**src/rtl/sync_fifo_pf.sv**
```systemverilog
// sync_fifo_pf: single-clock FIFO with occupancy count, almost thresholds and sticky errors.
// Define SYNC_FIFO_FWFT_EN for first-word-fall-through reads; default is a 1-cycle registered read.
module sync_fifo_pf #(
  parameter int DATA_WIDTH    = 8,
  parameter int ADDR_WIDTH    = 6,
  parameter int AFULL_THRESH  = 56,
  parameter int AEMPTY_THRESH = 8
) (
  input  logic                  clk,
  input  logic                  rst_n,
  input  logic                  wr_en,
  input  logic [DATA_WIDTH-1:0] wr_data,
  input  logic                  rd_en,
  output logic [DATA_WIDTH-1:0] rd_data,
  output logic                  rd_valid,
  output logic                  full,
  output logic                  empty,
  output logic                  almost_full,
  output logic                  almost_empty,
  output logic [ADDR_WIDTH:0]   count,
  output logic                  overflow,
  output logic                  underflow,
  input  logic                  err_clr
);
  localparam int DEPTH = 1 << ADDR_WIDTH;
  localparam logic [ADDR_WIDTH:0] DEPTH_C = (ADDR_WIDTH+1)'(DEPTH);
  localparam logic [ADDR_WIDTH:0] AF_C    = (ADDR_WIDTH+1)'(AFULL_THRESH);
  localparam logic [ADDR_WIDTH:0] AE_C    = (ADDR_WIDTH+1)'(AEMPTY_THRESH);
  localparam logic [ADDR_WIDTH:0] ONE     = (ADDR_WIDTH+1)'(1);

  logic [DATA_WIDTH-1:0] mem [DEPTH];
  logic [ADDR_WIDTH:0]   wr_ptr, rd_ptr;
  logic                  rd_acc, wr_acc;

  // Flags come only from registered count, never from the request inputs.
  assign full         = (count == DEPTH_C);
  assign empty        = (count == '0);
  assign almost_full  = (count >= AF_C);
  assign almost_empty = (count <= AE_C);

  assign rd_acc = rd_en & ~empty;
  assign wr_acc = wr_en & (~full | rd_acc);

  always_ff @(posedge clk) begin
    if (wr_acc) mem[wr_ptr[ADDR_WIDTH-1:0]] <= wr_data;
  end

  always_ff @(posedge clk or negedge rst_n) begin
    if (!rst_n) begin
      wr_ptr    <= '0;
      rd_ptr    <= '0;
      count     <= '0;
      overflow  <= 1'b0;
      underflow <= 1'b0;
    end else begin
      if (wr_acc) wr_ptr <= wr_ptr + ONE;
      if (rd_acc) rd_ptr <= rd_ptr + ONE;
      case ({wr_acc, rd_acc})
        2'b10:   count <= count + ONE;
        2'b01:   count <= count - ONE;
        default: count <= count;
      endcase
      // A fresh error outranks a same-cycle clear.
      overflow  <= (wr_en & ~wr_acc) | (overflow  & ~err_clr);
      underflow <= (rd_en & ~rd_acc) | (underflow & ~err_clr);
    end
  end

`ifdef SYNC_FIFO_FWFT_EN
  assign rd_data  = mem[rd_ptr[ADDR_WIDTH-1:0]];
  assign rd_valid = ~empty;
`else
  always_ff @(posedge clk or negedge rst_n) begin
    if (!rst_n) begin
      rd_data  <= '0;
      rd_valid <= 1'b0;
    end else begin
      rd_valid <= rd_acc;
      if (rd_acc) rd_data <= mem[rd_ptr[ADDR_WIDTH-1:0]];
    end
  end
`endif

  // Wrap bits are kept for debug visibility; occupancy lives in count.
  logic unused_wrap;
  assign unused_wrap = wr_ptr[ADDR_WIDTH] ^ rd_ptr[ADDR_WIDTH];

endmodule

```
**config.mk**
```make
export PLATFORM = sky130hd
export DESIGN_NAME = sync_fifo_pf
export DESIGN_NICKNAME = d
export VERILOG_FILES = /design/src/rtl/sync_fifo_pf.sv
export SDC_FILE = /design/constraint.sdc
export NUM_CORES = 1
export LEC_CHECK = 0
export BUFFER_PORTS_ARGS = -buffer_cell sky130_fd_sc_hd__clkbuf_2
export CORE_MARGIN = 2
export CORE_UTILIZATION = 40
export CTS_BUF_LIST = sky130_fd_sc_hd__clkbuf_4
export DETAILED_ROUTE_END_ITERATION = 8
export HOLD_SLACK_MARGIN = 0.06
export MAX_ROUTING_LAYER = met4
export PLACE_DENSITY = 0.63
export SLEW_MARGIN = 20
export SYNTH_ARGS = -nofsm -noshare
export SYNTH_HDL_FRONTEND = slang
export SYNTH_SLANG_ARGS = --single-unit
export TNS_END_PERCENT = 1
```
**constraint.sdc**
```tcl
create_clock -name clk -period 4.15 [get_ports clk]
set_clock_uncertainty 0.2 [all_clocks]
set_input_delay 0.83 -clock clk [delete_from_list [all_inputs] [get_ports clk]]
set_output_delay 0.83 -clock clk [all_outputs]
set_load 0.02 [all_outputs]
```
-- After elaboration in Yosys (flattened, before gate mapping)
Memories as Yosys holds them, arrays and structs flattened. A register that Yosys moved wholly into a read port is not among the register bits.
Cells that the tools add are included.
- bits in writable memories: 512
- word-level logic and storage cells: 36
- input port bits: 13
- flip-flop bits (word level): 24
- memories kept: 1
- output and inout port bits: 22
- bits in latches: 0
- bits in read-only memories: 0
- shift operators: 0
- bitwise gates (word level): 14
- div/mod/pow operators: 0
- $lt $le $gt $ge: 2
- add/sub/neg operators: 4
- equality and inequality tests: 3
- reduce and logical (&&, ||, !) cells: 3
- $mul: 0
- multiplexer cells: 3
- memory list (name ; depth ; width ; rd ports ; clocked after memory_dff ; write ports ; line ; text):
    mem ; 64 ; 8 ; 1 ; 1 ; 1 ; 31 ; logic [DATA_WIDTH-1:0] mem [DEPTH];
- operators by type and width (cell ; number):
    $add 7x1->7 const B ; 3
    $pmux 7 s2 ; 1
    $eq 7x7->1 const B ; 1
    $ge 7x6->1 const B ; 1
    $le 7x4->1 const B ; 1
    $logic_not 7->1 ; 1
    $sub 7x1->7 const B ; 1
    $and 1x1->1 ; 6
    $not 1->1 ; 5
    $or 1x1->1 ; 3
    $eq 2x1->1 const B ; 1
    $eq 2x2->1 const B ; 1
    $mux 1 ; 2
    $reduce_bool 2->1 ; 1
    $logic_not 1->1 ; 1

-- Longest topological paths before layout
- word-level depth: 8
- depth in mapped cells: 12
- depth with buffers taken out: 11

-- Worst setup path after synthesis
Ideal clock, no wire load.
- kind: reg-to-reg
- from: reg count[3]
- to: reg count[6]
- arrival: 3.146 ns
- clock period less this slack: 3.436 ns
- data required time: 3.860 ns
- library setup time: 0.090 ns
- slack: 0.714 ns
- buffers on the path: 1
- cell stages (with the launch flop): 13
- cells stage by stage: dfrtp_1 -> nor3_1 -> nand2_1 -> o21ai_2 -> clkbuf_1 -> nor2_1 -> fa_1 -> a21o_1 -> a21oi_1 -> nand2b_1 -> a21oi_1 -> or4_1 -> o2111ai_1
- cells in the longest elaborated chain, start to end: 7
- elaborated cells between the ends (all ways): 13
- classes of those cells: add/sub (2); eq/ne (3); mux (1); bitwise (5); reduce/logical (2)
- RTL lines (what ; line ; text):
    start, declared ; 20 ; output logic [ADDR_WIDTH:0] count,
    start signal, assigned ; 59 ; 2'b10: count <= count + ONE;
    start signal, assigned ; 60 ; 2'b01: count <= count - ONE;
    start signal, assigned ; 61 ; default: count <= count;
    $logic_not 7->1 ; 37 ; assign empty = (count == '0);
    $not 1->1 ; 41 ; assign rd_acc = rd_en & ~empty;
    $and 1x1->1 ; 41 ;
    $or 1x1->1 ; 42 ; assign wr_acc = wr_en & (~full | rd_acc);
    $and 1x1->1 ; 42 ;
    $eq 2x1->1 / $eq 2x2->1 (equally long branches) ; 58 ; case ({wr_acc, rd_acc})
    $pmux 7 s2 / $reduce_bool 2->1 (equally long branches) ; n/a ;
Several ways; a longest one is shown, not always the timed one.
A chain may end at the register's enable or synchronous reset.

==> flow_metrics.py <==
metrics = {
    "logic_synthesis": {
        "syn_nets": 1112,
        "netlist_instances": 1091,
        "synth_edf_count": 512,
        "yosys_register_bits": 542,
        "seq_area_frac_synth_pct": 75.67,
        "syn-cell-area_um2": 21310,
        "synthTopCellsByArea": "edfxtp_1 (72%), mux4_2 (10%), mux2i_1 (3.8%), dfrtp_1 (3.5%), nor2_1 (1.4%)",
        "avgSynthCellArea_um2": 19.53,
        "synthDistinctLibCells": 50,
        "synth.largest_area_cell": "edfxtp_1",
        "yosys_warnings": 0,
        "synth_top_area_share_pct": 72.15,
        "synthFlopType": "edfxtp_1",
        "ys_async_sr_fraction_pct": 5.535,
    },
    "floorplan": {
        "ios": 35,
        "die_w_um": 234.8,
        "fp-row-count": 84,
        "core_area_um2": 52660,
        "die_area_um2": 55140,
        "start_util_pct": 40.47,
        "die_h_um": 234.8,
    },
    "run_status": {
        "status": "finished, final reports clean",
    },
    "setup_path": {
        "critPathArrivalTime_ps": 3790,
        "start_kind": "flip-flop",
        "critical_path.endpoint_type": "flip-flop",
        "crit_fanout": 35,
        "crit_chain": "nand3_1 -> buf_4 -> o221ai_1 -> a21oi_1 -> a22oi_1 -> a32oi_1 -> nand2_1",
        "cpPeakStageDelay_ps": 750,
        "cp_top_family": "compound AO/OA/AOI/OAI gates",
        "critPathBufInv": 1,
        "cp_slowest_cell": "dfrtp_4",
        "worstSetupPathType": "flip-flop to flip-flop",
        "cp.required_ps": 4680,
    },
    "sta": {
        "max_slew.worst_pin.slew_ps": 1031,
        "drv_slew": 0,
        "hold_viol": 0,
        "post-route-min-period_ps": 3255,
        "slew_headroom_pct": 31.26,
        "period_share_pct": 78.43,
        "rsz0062_at_grt": "false",
        "max_freq_mhz": 307.3,
        "tns_ps": 0,
        "setup_viol": 0,
    },
    "route": {
        "vias": 11032,
        "dr.pass1.iters": 5,
        "drc": 0,
        "via_per_inst": 5.453,
        "drtIter0Drc": 1096,
        "post_drt_wl_per_cell_um": 23.77,
        "ant_nets": 0,
        "routed_wirelength_um": 48080,
    },
    "grt": {
        "antenna_found_initial": 1,
        "grt_max_degree": 68,
        "grt_pass1_vias": 11328,
        "track_usage_pct": 18.22,
        "grt-ovfl-total": 0,
        "grt_pass1_wl_um": 72550,
    },
    "final_layout": {
        "final_common_cell": "edfxtp_1",
        "stdcell_area_um2": 24160,
        "area_delta_synth_final_pct": 13.36,
        "fillers": 4406,
        "nets": 1260,
        "drive_gt1_share_pct": 29.16,
        "final_cell_mix": "edfxtp_1 (512), clkbuf_4 (174), mux4_2 (96)",
    },
    "clock_tree": {
        "htree_levels": 4,
        "cts_tree": "done",
        "cts.sinks": 542,
        "clkTransAtPathRegs_ps": 60,
        "cts_buffer_depth": 3,
        "clk_latency_ps": 850,
        "clockRootBuffer": "clkbuf_4",
        "cts_made_buffers": 133,
    },
    "worst_hold_path": {
        "hold_path.class": "input port to flip-flop",
    },
    "placed_design": {
        "hpwl_um": 29420,
        "placed_area_um2": 22310,
        "finalWeightedCongestion": 0.8510,
        "place.port_buffers": 34,
    },
    "power_and_ir_drop": {
        "cellPowerDensity_nw_per_um2": 647.0,
        "power_uw": 15630,
        "ir_drop_v": 0.0003049,
        "p_leak_uw": 0.008038,
    },
    "job": {
        "maxCapViolations": 0,
    },
}
[path summary, 6_finish.rpt]
check	start	end	slack, ps	cells after the start
max	rd_ptr[1]	rd_data[0]	900	7
min	wr_en	count[6]	150	3
max reg2reg	rd_ptr[1]	rd_data[0]	900	7
min reg2reg	rd_ptr[5]	rd_ptr[5]	300	1
max in group asynchronous	rst_n	rd_ptr[1]	2640	2
min in group asynchronous	rst_n	count[0]	440	2
[cells in the mapped netlist (2+ instances only)]
cell and instances:
edfxtp_1 512, mux4_2 96, mux2i_1 80, nor2_1 77, nand2_1 41, dfrtp_1 30, a22oi_1 24, clkbuf_1 24
a21oi_1 20, o221ai_1 16, o22ai_1 16, nand3_1 15, buf_2 12, xnor2_1 12, a211oi_1 11, buf_6 9
a32oi_1 8, buf_4 8, buf_1 7, ha_1 7, inv_1 7, mux2_2 6, o21ai_0 6, a211oi_2 5
nor2b_1 5, o21ai_1 5, nand3b_1 3, a21o_1 2, and2_1 2, nand4_1 2, o21ai_2 2, or3b_2 2
xor2_1 2
[stage by stage]
step                setup slack (ps)  util [%]  hold WS [ps]  std cells
detailed placement             716.1     42.37         287.0       1789
global route                   624.4     45.87         128.2       2023
finish                         895.3     45.87         153.4       2023
global placement               795.1     42.37         278.7       1789
CTS                            863.8     45.87         78.61       2022
floorplan                      714.1         -         259.3       1091
[worst min-delay path, delay by kind of cell]
kind	cells	cell delay [ps]
and+or+nand+nor	1	80
AOI/OAI and AO/OA	1	70
buffers and inverters	1	160
[logic make-up after synthesis]
kind of cell	Yosys count	share of synthesized area, %
adder cells (fa/ha/maj)	8	0.5049
AO/OA/AOI/OAI	122	4.163
flip-flops	542	75.67
buffers and inverters	68	1.726
multiplexers	182	14.22
XOR/XNOR	14	0.5754
AND/OR/NAND/NOR	155	3.136
[layout make-up]
type,instances,area [um2],area share (%)
clock inverters,56,504.2,2.087
diodes,1,2.502,0.01036
well taps,688,860.8,3.564
clock buffers,174,1306,5.408
multi-input cells,481,4823,19.97
flip-flops and latches,542,16130,66.79
inverters,8,30.03,0.1243
repair buffers,73,495.5,2.051
[flip-flops by register name, indices dropped and copies added, names as in the netlist]
| register | cells |
|---|---|
| rd_valid | 1 |
| mem | 512 |
| overflow | 1 |
| wr_ptr | 6 |
| count | 7 |
| rd_data | 8 |
| rd_ptr | 6 |
| underflow | 1 |
[report_power, final]
part | switching (uW) | internal, uW | leakage (uW)
Combinational | 2430 | 1790 | 0.00203
Clock | 2100 | 2600 | 0.00104
Sequential | 412 | 6300 | 0.00497
Total | 4940 | 10700 | 0.00804
[routing by layer]
layer | track usage [%] | wire [um]
met1 | 25.86 | 21720
met3 | 4.276 | 3553
met4 | 7.863 | 1409
met2 | 25.15 | 21390
met5 | - | 0
[what timing repair did]
action,CTS,global route
hold buffers,3,0
setup buffers,0,0
endpoints found under the hold margin,32,0
resized for setup,0,0
setup endpoints to repair,0,0
Note: power is estimated with default switching activity, not from simulation.
